### src/rtl/am29xx_pkg.sv
// am29xx_pkg
// Shared encodings for the Am2901-compatible ALU slice fields (source
// operand select I2:0, function I5:3, destination I8:6) plus a small helper
// used to tell arithmetic functions from logic functions.
package am29xx_pkg;

  // Operand source select (R,S pair) on I2:0
  localparam logic [2:0] SRC_AQ = 3'd0;
  localparam logic [2:0] SRC_AB = 3'd1;
  localparam logic [2:0] SRC_ZQ = 3'd2;
  localparam logic [2:0] SRC_ZB = 3'd3;
  localparam logic [2:0] SRC_ZA = 3'd4;
  localparam logic [2:0] SRC_DA = 3'd5;
  localparam logic [2:0] SRC_DQ = 3'd6;
  localparam logic [2:0] SRC_DZ = 3'd7;

  // ALU function on I5:3
  localparam logic [2:0] OP_ADD  = 3'd0;  // R + S + cin
  localparam logic [2:0] OP_SUBR = 3'd1;  // S + ~R + cin
  localparam logic [2:0] OP_SUBS = 3'd2;  // R + ~S + cin
  localparam logic [2:0] OP_OR   = 3'd3;
  localparam logic [2:0] OP_AND  = 3'd4;
  localparam logic [2:0] OP_NOTRS = 3'd5;
  localparam logic [2:0] OP_EXOR = 3'd6;
  localparam logic [2:0] OP_EXNOR = 3'd7;

  // Destination control on I8:6
  localparam logic [2:0] DST_QREG  = 3'd0;
  localparam logic [2:0] DST_NOP   = 3'd1;
  localparam logic [2:0] DST_RAMA  = 3'd2;
  localparam logic [2:0] DST_RAMF  = 3'd3;
  localparam logic [2:0] DST_RAMQD = 3'd4;
  localparam logic [2:0] DST_RAMD  = 3'd5;
  localparam logic [2:0] DST_RAMQU = 3'd6;
  localparam logic [2:0] DST_RAMU  = 3'd7;

  // True for the three adder-based functions
  function automatic logic is_arith(input logic [2:0] op);
    return (op == OP_ADD) || (op == OP_SUBR) || (op == OP_SUBS);
  endfunction

endpackage

### src/rtl/am2901_slice.sv
// am2901_slice
// 4-bit Am2901-compatible ALU slice: 16x4 register file, Q register,
// operand source mux, 8-function ALU, destination/shift network.
// Ports:
//   clock, reset_n          rising-edge clock, synchronous active-low reset
//   din, a, b               D input, register file read addresses A and B
//   src, op, dest           microinstruction fields I2:0, I5:3, I8:6
//   cin                     carry in
//   q0_in/q3_in/ram0_in/ram3_in   shift-in pins
//   yout, cout, f0, f3, ovr       Y output and flags (combinational)
//   q0_out/q3_out/ram0_out/ram3_out  shift-out pins (combinational)
module am2901_slice
  import am29xx_pkg::*;
(
  input  logic       clock,
  input  logic       reset_n,
  input  logic [3:0] din,
  input  logic [3:0] a,
  input  logic [3:0] b,
  input  logic [2:0] src,
  input  logic [2:0] op,
  input  logic [2:0] dest,
  input  logic       cin,
  input  logic       q0_in,
  input  logic       q3_in,
  input  logic       ram0_in,
  input  logic       ram3_in,
  output logic [3:0] yout,
  output logic       cout,
  output logic       f0,
  output logic       f3,
  output logic       ovr,
  output logic       q0_out,
  output logic       q3_out,
  output logic       ram0_out,
  output logic       ram3_out
);

  logic [3:0] ram_r [16];
  logic [3:0] q_r;

  logic [3:0] a_s, b_s, r_s, s_s;
  logic [3:0] opa_s, opb_s, f_s;
  logic [3:0] lo_s;
  logic [1:0] hi_s;
  logic       c4_s, ovr_s;
  logic       ram_we_s, q_we_s;
  logic [3:0] ram_wd_s, q_wd_s;

  assign a_s = ram_r[a];
  assign b_s = ram_r[b];

  // Operand source mux selecting the R and S operands
  always_comb begin
    r_s = 4'h0;
    s_s = 4'h0;
    case (src)
      SRC_AQ:  begin r_s = a_s;  s_s = q_r;  end
      SRC_AB:  begin r_s = a_s;  s_s = b_s;  end
      SRC_ZQ:  begin r_s = 4'h0; s_s = q_r;  end
      SRC_ZB:  begin r_s = 4'h0; s_s = b_s;  end
      SRC_ZA:  begin r_s = 4'h0; s_s = a_s;  end
      SRC_DA:  begin r_s = din;  s_s = a_s;  end
      SRC_DQ:  begin r_s = din;  s_s = q_r;  end
      SRC_DZ:  begin r_s = din;  s_s = 4'h0; end
      default: begin r_s = 4'h0; s_s = 4'h0; end
    endcase
  end

  // ALU core; the adder is split at bit 3 so the carry into the sign bit is
  // available for the overflow flag
  always_comb begin
    opa_s = r_s;
    opb_s = s_s;
    f_s   = 4'h0;
    c4_s  = 1'b0;
    ovr_s = 1'b0;
    lo_s  = 4'h0;
    hi_s  = 2'b00;
    case (op)
      OP_SUBR: opa_s = ~r_s;
      OP_SUBS: opb_s = ~s_s;
      default: opa_s = r_s;
    endcase
    if (is_arith(op)) begin
      lo_s  = {1'b0, opa_s[2:0]} + {1'b0, opb_s[2:0]} + {3'b000, cin};
      hi_s  = {1'b0, opa_s[3]} + {1'b0, opb_s[3]} + {1'b0, lo_s[3]};
      f_s   = {hi_s[0], lo_s[2:0]};
      c4_s  = hi_s[1];
      ovr_s = hi_s[1] ^ lo_s[3];
    end else begin
      case (op)
        OP_OR:    f_s = r_s | s_s;
        OP_AND:   f_s = r_s & s_s;
        OP_NOTRS: f_s = ~r_s & s_s;
        OP_EXOR:  f_s = r_s ^ s_s;
        OP_EXNOR: f_s = ~(r_s ^ s_s);
        default:  f_s = 4'h0;
      endcase
    end
  end

  // Destination decode: Y select plus register file / Q write data
  always_comb begin
    yout     = f_s;
    ram_we_s = 1'b0;
    q_we_s   = 1'b0;
    ram_wd_s = f_s;
    q_wd_s   = f_s;
    case (dest)
      DST_QREG:  q_we_s = 1'b1;
      DST_NOP:   q_we_s = 1'b0;
      DST_RAMA:  begin yout = a_s; ram_we_s = 1'b1; end
      DST_RAMF:  ram_we_s = 1'b1;
      DST_RAMQD: begin
        ram_we_s = 1'b1;
        q_we_s   = 1'b1;
        ram_wd_s = {ram3_in, f_s[3:1]};
        q_wd_s   = {q3_in, q_r[3:1]};
      end
      DST_RAMD:  begin ram_we_s = 1'b1; ram_wd_s = {ram3_in, f_s[3:1]}; end
      DST_RAMQU: begin
        ram_we_s = 1'b1;
        q_we_s   = 1'b1;
        ram_wd_s = {f_s[2:0], ram0_in};
        q_wd_s   = {q_r[2:0], q0_in};
      end
      DST_RAMU:  begin ram_we_s = 1'b1; ram_wd_s = {f_s[2:0], ram0_in}; end
      default:   ram_we_s = 1'b0;
    endcase
  end

  // Register file and Q state, cleared by reset
  always_ff @(posedge clock) begin
    if (!reset_n) begin
      for (int i = 0; i < 16; i++) ram_r[i] <= 4'h0;
      q_r <= 4'h0;
    end else begin
      if (ram_we_s) ram_r[b] <= ram_wd_s;
      if (q_we_s)   q_r <= q_wd_s;
    end
  end

  assign cout     = c4_s;
  assign ovr      = ovr_s;
  assign f0       = (f_s == 4'h0);
  assign f3       = f_s[3];
  assign ram0_out = f_s[0];
  assign ram3_out = f_s[3];
  assign q0_out   = q_r[0];
  assign q3_out   = q_r[3];

endmodule

### src/rtl/am2909_slice.sv
// am2909_slice
// 4-bit Am2909/Am2911-compatible microprogram sequencer slice: PC, address
// register, 4-deep stack with wrapping pointer, source mux and incrementer.
// Ports:
//   clock, reset_n         rising-edge clock, synchronous active-low reset
//   din, rin, orin         D, R and OR inputs (rin/orin unused when SEQ_2911=1)
//   s0, s1                 source select (0 PC, 1 AR, 2 stack top, 3 D)
//   zero_n                 low forces the address output to zero
//   cin                    incrementer carry in
//   re_n, fe_n, pup        AR load, stack enable, push/pop direction
//   yout, cout             microaddress and incrementer carry out
module am2909_slice #(
  parameter bit SEQ_2911 = 1'b0
) (
  input  logic       clock,
  input  logic       reset_n,
  input  logic [3:0] din,
  input  logic [3:0] rin,
  input  logic [3:0] orin,
  input  logic       s0,
  input  logic       s1,
  input  logic       zero_n,
  input  logic       cin,
  input  logic       re_n,
  input  logic       fe_n,
  input  logic       pup,
  output logic [3:0] yout,
  output logic       cout
);

  logic [3:0] pc_r, ar_r;
  logic [1:0] sp_r;
  logic [3:0] stack_r [4];

  logic [3:0] mux_s, or_s, ar_d_s, y_s, inc_s;
  logic       co_s;
  logic [1:0] sp_up_s, sp_dn_s;

  // The 2911 shares one pin for D and R and has no OR inputs
  assign ar_d_s  = SEQ_2911 ? din : rin;
  assign or_s    = SEQ_2911 ? 4'h0 : orin;
  assign sp_up_s = sp_r + 2'd1;
  assign sp_dn_s = sp_r - 2'd1;

  // Address source mux, OR merge, zero force and incrementer
  always_comb begin
    mux_s = pc_r;
    case ({s1, s0})
      2'd0:    mux_s = pc_r;
      2'd1:    mux_s = ar_r;
      2'd2:    mux_s = stack_r[sp_r];
      2'd3:    mux_s = din;
      default: mux_s = pc_r;
    endcase
    if (zero_n) begin
      y_s = mux_s | or_s;
    end else begin
      y_s = 4'h0;
    end
    {co_s, inc_s} = {1'b0, y_s} + {4'h0, cin};
  end

  // PC, AR and stack state; a push stores the PC value from before this edge
  always_ff @(posedge clock) begin
    if (!reset_n) begin
      pc_r <= 4'h0;
      ar_r <= 4'h0;
      sp_r <= 2'd0;
      for (int i = 0; i < 4; i++) stack_r[i] <= 4'h0;
    end else begin
      pc_r <= inc_s;
      if (!re_n) ar_r <= ar_d_s;
      if (!fe_n) begin
        if (pup) begin
          sp_r <= sp_up_s;
          stack_r[sp_up_s] <= pc_r;
        end else begin
          sp_r <= sp_dn_s;
        end
      end
    end
  end

  assign yout = y_s;
  assign cout = co_s;

endmodule

### src/rtl/am29xx_slices.sv
// am29xx_slices
// Bit-slice kit: one Am2901-compatible ALU slice (alu_* ports) and one
// Am2909/Am2911-compatible sequencer slice (seq_* ports) sharing clock and
// synchronous active-low reset. SEQ_2911 selects the sequencer variant.
// All outputs are continuously driven.
module am29xx_slices
  import am29xx_pkg::*;
#(
  parameter bit SEQ_2911 = 1'b0
) (
  input  logic       clock,
  input  logic       reset_n,
  input  logic [3:0] alu_din,
  input  logic [3:0] alu_a,
  input  logic [3:0] alu_b,
  input  logic [2:0] alu_src,
  input  logic [2:0] alu_op,
  input  logic [2:0] alu_dest,
  input  logic       alu_cin,
  input  logic       alu_q0_in,
  input  logic       alu_q3_in,
  input  logic       alu_ram0_in,
  input  logic       alu_ram3_in,
  output logic [3:0] alu_yout,
  output logic       alu_cout,
  output logic       alu_f0,
  output logic       alu_f3,
  output logic       alu_ovr,
  output logic       alu_q0_out,
  output logic       alu_q3_out,
  output logic       alu_ram0_out,
  output logic       alu_ram3_out,
  input  logic [3:0] seq_din,
  input  logic [3:0] seq_rin,
  input  logic [3:0] seq_orin,
  input  logic       seq_s0,
  input  logic       seq_s1,
  input  logic       seq_zero_n,
  input  logic       seq_cin,
  input  logic       seq_re_n,
  input  logic       seq_fe_n,
  input  logic       seq_pup,
  output logic [3:0] seq_yout,
  output logic       seq_cout
);

  am2901_slice u_alu (
    .clock    (clock),
    .reset_n  (reset_n),
    .din      (alu_din),
    .a        (alu_a),
    .b        (alu_b),
    .src      (alu_src),
    .op       (alu_op),
    .dest     (alu_dest),
    .cin      (alu_cin),
    .q0_in    (alu_q0_in),
    .q3_in    (alu_q3_in),
    .ram0_in  (alu_ram0_in),
    .ram3_in  (alu_ram3_in),
    .yout     (alu_yout),
    .cout     (alu_cout),
    .f0       (alu_f0),
    .f3       (alu_f3),
    .ovr      (alu_ovr),
    .q0_out   (alu_q0_out),
    .q3_out   (alu_q3_out),
    .ram0_out (alu_ram0_out),
    .ram3_out (alu_ram3_out)
  );

  am2909_slice #(.SEQ_2911(SEQ_2911)) u_seq (
    .clock   (clock),
    .reset_n (reset_n),
    .din     (seq_din),
    .rin     (seq_rin),
    .orin    (seq_orin),
    .s0      (seq_s0),
    .s1      (seq_s1),
    .zero_n  (seq_zero_n),
    .cin     (seq_cin),
    .re_n    (seq_re_n),
    .fe_n    (seq_fe_n),
    .pup     (seq_pup),
    .yout    (seq_yout),
    .cout    (seq_cout)
  );

endmodule

### config.mk
export PLATFORM = sky130hd
export DESIGN_NAME = am29xx_slices
export DESIGN_NICKNAME = d
export VERILOG_FILES = /design/src/rtl/am29xx_pkg.sv /design/src/rtl/am2901_slice.sv /design/src/rtl/am2909_slice.sv /design/src/rtl/am29xx_slices.sv
export SDC_FILE = /design/constraint.sdc
export NUM_CORES = 1
export LEC_CHECK = 0
export CAP_MARGIN = 20
export CORE_MARGIN = 2
export CORE_UTILIZATION = 45
export CTS_BUF_LIST = sky130_fd_sc_hd__clkbuf_8
export CTS_CLUSTER_DIAMETER = 30
export DETAILED_ROUTE_END_ITERATION = 8
export PLACE_DENSITY_LB_ADDON = 0.3
export SKIP_LAST_GASP = 1
export SYNTH_ARGS = -nofsm -noshare
export SYNTH_HDL_FRONTEND = slang
export SYNTH_SLANG_ARGS = --single-unit
### constraint.sdc
create_clock -name clock -period 9.5 [get_ports clock]
set_input_delay 1.9 -clock clock [delete_from_list [all_inputs] [get_ports clock]]
set_output_delay 1.9 -clock clock [all_outputs]
set_load 0.02 [all_outputs]
# [After elaboration in Yosys (flattened, before gate mapping)]
# Memories as Yosys holds them, arrays and structs flattened. A register that Yosys moved wholly into a read port is not among the register bits.
# Index checks and enable logic that the tools add are counted.
[op_classes] n_eq_ne=23 muxes=32 addsub=7 n_reduce_logical=19 n_bitwise=9
[op_table] cell="3-bit == test, second input constant" n=12
[op_table] cell="4-bit two-way mux" n=8
[op_table] cell="4-bit case mux with 4 select lines" n=2
[op_table] cell="4-bit case mux with 5 select lines" n=1
[op_table] cell="3-bit by 2-bit == test with 1-bit output, second input constant" n=6
[op_table] cell="4-bit case mux with 2 select lines" n=2
[op_table] cell="1-bit two-way mux" n=14
[op_table] cell="4-bit NOT" n=3
[op_table] cell="4-bit case mux with 3 select lines" n=1
[op_table] cell="3-bit OR reduction" n=4
[op_table] cell="2-bit OR reduction" n=5
[op_table] cell="3-bit zero test" n=3
[op_table] cell="4-bit AND" n=2
[op_table] cell="2-bit two-way mux" n=4
[op_table] cell="4-bit bitwise OR" n=2
[op_table] cell="4-bit OR reduction" n=2
[op_table] cell="3-bit by 1-bit == test with 1-bit output, second input constant" n=2
[op_table] cell="6-bit OR reduction" n=1
[op_table] cell="4-bit by 1-bit adder with 5-bit output" n=1
[op_table] cell="3-bit by 3-bit adder with 4-bit output" n=1
[op_table] cell="4-bit by 1-bit adder with 4-bit output" n=1
[op_table] cell="2-bit == test, second input constant" n=2
[op_table] cell="4-bit zero test" n=1
[op_table] cell="4-bit XOR" n=1
[op_table] cell="8 further kinds" n=9
[totals] ram_bits=80 elab_cells=96 memories=2 regBits=14
[memory_table] memory="u_alu.ram_r" depth=16 word_bits=4 rd=2 rd_ports_with_merged_regs=0 wr=16 line="am2901_slice.sv:39" source="logic [3:0] ram_r [16];"
[memory_table] memory="u_seq.stack_r" depth=4 word_bits=4 rd=1 rd_ports_with_merged_regs=1 wr=4 line="am2909_slice.sv:33" source="logic [3:0] stack_r [4];"

# [Longest topological paths before layout]
[depth] depth_word=11 depth_mapped=18

# [Modules after synthesis]
# Synthesis repeated with hierarchy kept, for this count alone.
[hier_totals] hier_cells=543 hier_area_um2=6317.3
[by_module_without_submodules] mod="am2901_slice" instances=1 area_per_inst_um2=4958.5 cells_per_inst=444
[by_module_without_submodules] mod="am2909_slice" instances=1 area_per_inst_um2=1358.8 cells_per_inst=99

# [Least setup slack after synthesis]
# Ideal clock, no wire load.
[synth_timing] path_kind="input to output" start="input alu_b[3]" end="output alu_yout[3]" t_required_ns=7.600 path_stages=12 setup_slack_ns=2.170 arrival_time_ns=5.430 cell_sequence="clkbuf_1 -> clkbuf_1 -> mux4_2 -> a22o_1 -> a31o_4 -> xnor2_1 -> ha_1 -> a21o_1 -> fa_1 -> a22oi_1 -> o21ai_1 -> mux2_2"
[synth_via] elab_chain_len=9 word_cells_on_any_way=16
[synth_rtl] item="start, declared" line="am29xx_slices.sv:15" source="input logic [3:0] alu_b,"
[synth_rtl] item="memory read 16 x 4 bit (*)"
[synth_rtl] item="4-bit case mux with 4 select lines (*)" line="am2901_slice.sv:57" source="case (src)"
[synth_rtl] item="4-bit NOT" line="am2901_slice.sv:82" source="OP_SUBS: opb_s = ~s_s;"
[synth_rtl] item="4-bit two-way mux" line="am2901_slice.sv:80" source="case (op)"
[synth_rtl] item="3-bit by 3-bit adder with 4-bit output" line="am2901_slice.sv:86" source="lo_s = {1'b0, opa_s[2:0]} + {1'b0, opb_s[2:0]} + {3'b000, cin};"
[synth_rtl] item="4-bit by 1-bit adder with 4-bit output" line="am2901_slice.sv:86"
[synth_rtl] item="2-bit by 1-bit adder with 2-bit output" line="am2901_slice.sv:87" source="hi_s = {1'b0, opa_s[3]} + {1'b0, opb_s[3]} + {1'b0, lo_s[3]};"
[synth_rtl] item="4-bit two-way mux (*)" line="am2901_slice.sv:85" source="if (is_arith(op)) begin"
[synth_rtl] item="net alu_f3" line="am29xx_slices.sv:27" source="output logic alu_f3,"
[synth_rtl] item="4-bit two-way mux (*)" line="am2901_slice.sv:110" source="case (dest)"
[synth_rtl] item="end, declared" line="am29xx_slices.sv:24" source="output logic [3:0] alu_yout,"
# The timed path passes the listed nets; every way through them passes the cells marked *.

# [Worst setup path after layout]
[layout_timing] start="input alu_a[3]" end="output alu_yout[3]"
[layout_via] elab_chain_len=9 word_cells_on_any_way=19
[layout_rtl] item="start, declared" line="am29xx_slices.sv:14" source="input logic [3:0] alu_a,"
[layout_rtl] item="memory read 16 x 4 bit (*)"
[layout_rtl] item="4-bit case mux with 4 select lines or 4-bit case mux with 3 select lines (tied branches)" line="am2901_slice.sv:57"
[layout_rtl] item="4-bit NOT, on equally long branches" line="am2901_slice.sv:82, am2901_slice.sv:81, am2901_slice.sv:95"
[layout_rtl] item="4-bit two-way mux" line="am2901_slice.sv:80"
[layout_rtl] item="3-bit by 3-bit adder with 4-bit output" line="am2901_slice.sv:86"
[layout_rtl] item="4-bit by 1-bit adder with 4-bit output" line="am2901_slice.sv:86"
[layout_rtl] item="2-bit by 1-bit adder with 2-bit output" line="am2901_slice.sv:87"
[layout_rtl] item="4-bit two-way mux" line="am2901_slice.sv:85"
[layout_rtl] item="4-bit two-way mux (*)" line="am2901_slice.sv:110"
# Every way passes the cells marked *; elsewhere a longest branch is shown, timed or not.

==> metrics <==
GR Overflow Total=0; crit-path max FO=17; H-Tree Depth=3; flops & latches, synth=96; critical path type=input port to output pin; Placed Cells=774; clock root buffer=clkbuf_8; Clock Pin Slew Worst Setup and Hold Paths=0.10 ns; RSZ-0062 raised after global routing=false; Hold Path Class=register to register; Min Clock Period, post-route=8.86 ns; gr usage total=22.3%; die footprint=14500 µm²; number of distinct library cells after synthesis=65; Layout Cells excl Fill=790; final worst-path cycle share=93.3%; # hold bufs at CTS=0; Post-synth EDFFs=80; post_cts resized=0; Initial Util=46.1%; Mapped Cells=562; Vias/cell=5.97; maximum vdd drop=0.0617 mV; Final Wtd Congestion=0.968; maximum buffer depth of the clock tree=2; CP Capture Type=output pin; Slew headroom=23.9%; share of layout cells above drive strength 1=11.4%; Post-CTS Setup Inserts=0; status=completed; Max stage delay on crit path=1.01 ns; DRT Wirelength=15700 µm; worst-margin pin slew=1.14 ns; Setup Skew=0.0123 ns; Avg WL per Cell=19.9 µm; I/O pin total=64; CP Buf/Inv Count=3; Synth area leader=edfxtp_1; initial DRC count=467; Final setup viols=0; largest net degree at the start of global routing=37; DRT Pass-1 Iters=6; Critical Path, Cell by Cell=clkdlybuf4s50_1 -> mux2i_1 -> mux4_2 -> mux2i_1 -> o21ai_0 -> o311ai_0 -> xnor2_1 -> fa_1 -> inv_1 -> a21o_1 -> a21o_1 -> fa_1 -> a22oi_1 -> o21ai_1 -> mux2_2 -> clkdlybuf4s50_1; first-pass GRT wire length=24900 µm; vias in the first global route=4589; clock sink count=96; Max Cap Violations=0; CTS tree=done; synth warn=0; critical path arrival=6.96 ns; fmax=113 MHz; pre-CTS setup slack=0.678 ns; CTS Buf Count=9; Final TNS setup=0 ns; core area=13200 µm²; Die Width=121 µm; Pleak=0.00265 µW; initial antenna violation count=0; slowest CP cell=clkdlybuf4s50_1; WP data required=7.60 ns; fin. max-slew vios=0; top cells by area, synth=edfxtp_1 39%, mux2i_1 8.2%, mux4_2 7.4%; Layout Nets=667; Die Height=121 µm; CP delay by family, top=buffers and inverters; startpoint types=input port; Synth Flop Type=edfxtp_1; sequential share of the synthesized area=44.6%; syn_nets=620; top-area cell type share of the netlist area=39.3%; Power Density=147 nW/µm²; Routed Antenna Nets=0; setup ws final=0.641 ns; Mapped Area=6110 µm²; Mapped Avg Cell Area=10.9 µm²; dpl hpwl=12000 µm; FFs w/ async S/R, synth=0%; Clock Latency Late Sink=0.36 ns; synthesis-to-layout area growth=14.8%; routed vias=4714; # DRC=0; IO buf count=63; Core Rows=42; hold violation count in the final report=0; ANT cells=0
==> cell families after synthesis <==
group | share of synthesized area (%)
AND/OR/NAND/NOR | 17.9
flip-flops | 44.6
AO/OA/AOI/OAI | 9.48
multiplexers | 18.4
buffers and inverters | 4.12
XOR/XNOR | 2.87
adder cells (fa/ha/maj) | 2.62
==> area by class of cell <==
cell class / count / area, µm²
sequential: 96 / 2720
clock buffer: 10 / 138
clock inverter: 6 / 51.3
multi-input combinational: 416 / 3130
inverter: 15 / 56.3
fill: 1149 / 6230
tap: 176 / 220
timing repair buffer: 71 / 691
==> final timing paths <==
path | start | end | slack [ns] | cells after the start
worst min-delay path | u_seq.ar_r[1] | u_seq.ar_r[1] | 0.55 | 2
worst max-delay path | alu_a[3] | alu_yout[3] | 0.64 | 16
worst max register to register | u_alu.ram_r[13][0] | u_alu.ram_r[11][2] | 4.70 | 14
worst min register to register | u_seq.ar_r[1] | u_seq.ar_r[1] | 0.55 | 2
==> per-stage QoR <==
step | power, µW | hold WS, ns | utilization [%] | area, µm²
2_1_floorplan | 679 | 0.481 | - | 6110
3_3_place_gp | 774 | 0.515 | 51.5 | 6820
3_5_place_dp | 777 | 0.529 | 51.5 | 6820
4_1_cts | 1030 | 0.553 | 53.0 | 7010
5_1_grt | 1070 | 0.599 | 53.0 | 7010
6_report | 1030 | 0.547 | 53.0 | 7010
==> cell usage after synthesis (3+ instances only) <==
master and number:
mux4_1 4, buf_4 3, mux2_2 6, mux4_2 20
and2_1 26, o21ai_0 21, nand4_1 5, nand2_1 53
nor2_1 69, mux2i_1 50, ha_1 8, a21oi_1 10
clkbuf_1 18, nand3_1 8, edfxtp_1 80, nor3b_1 6
o21a_1 3, and3_1 3, o211ai_1 5, xnor2_1 10
dfxtp_1 16, nor3_1 6, fa_1 3, inv_1 15
nand2b_1 7, nor2b_1 19, xor2_1 10, a22oi_1 7
or2_2 3, a22o_1 3, a31oi_1 6, buf_2 10
nor2_2 10
==> per-layer routing <==
metal / GRT usage (%) / part of all wire, % / wire (µm)
met1: 31.1 / 44 / 6860
met3: 3.68 / 7.7 / 1210
met4: 10.3 / 3.5 / 556
met5: 0 / 0 / 0
met2: 34.3 / 45 / 7090
==> worst reg2reg max path: cells and delay by family, from the launching register on <==
kind / cells / cell delay [ns]
compound gates: 5 / 1.83
mux: 3 / 0.92
fa+ha+maj: 2 / 0.83
flops: 1 / 0.42
simple gates: 2 / 0.21
xor+xnor: 1 / 0.19
buf+inv: 1 / 0.09
==> placed cells by master (no fill, tap or decap), types with 7 or more instances in the layout <==
master and count:
dfxtp_1 16, inv_1 15, nor2b_1 19, mux2i_1 50
nand2b_1 7, xor2_1 10, a21oi_1 10, nor2_1 69
nand3_1 8, xnor2_1 10, nor2_2 10, clkbuf_8 10
a22oi_1 7, nand2_1 53, buf_4 8, clkdlybuf4s50_1 63
ha_1 8, o21ai_0 21, edfxtp_1 80, mux4_2 20
and2_1 26
==> power by group <==
part | switching (µW) | internal, µW | leakage, µW
logic | 155 | 120 | 0.00159
clock network | 153 | 107 | 0.0000927
registers | 18.3 | 476 | 0.000966
==> state kept, by name, indices dropped and copies added, names as in the netlist, named ones only <==
signal and flops:
u_seq.stack_r 16, u_alu.ram_r 64, u_seq.pc_r 4, u_seq.sp_r 2
u_alu.q_r 4, u_seq.ar_r 4
Note: power is estimated with default switching activity, not from simulation.
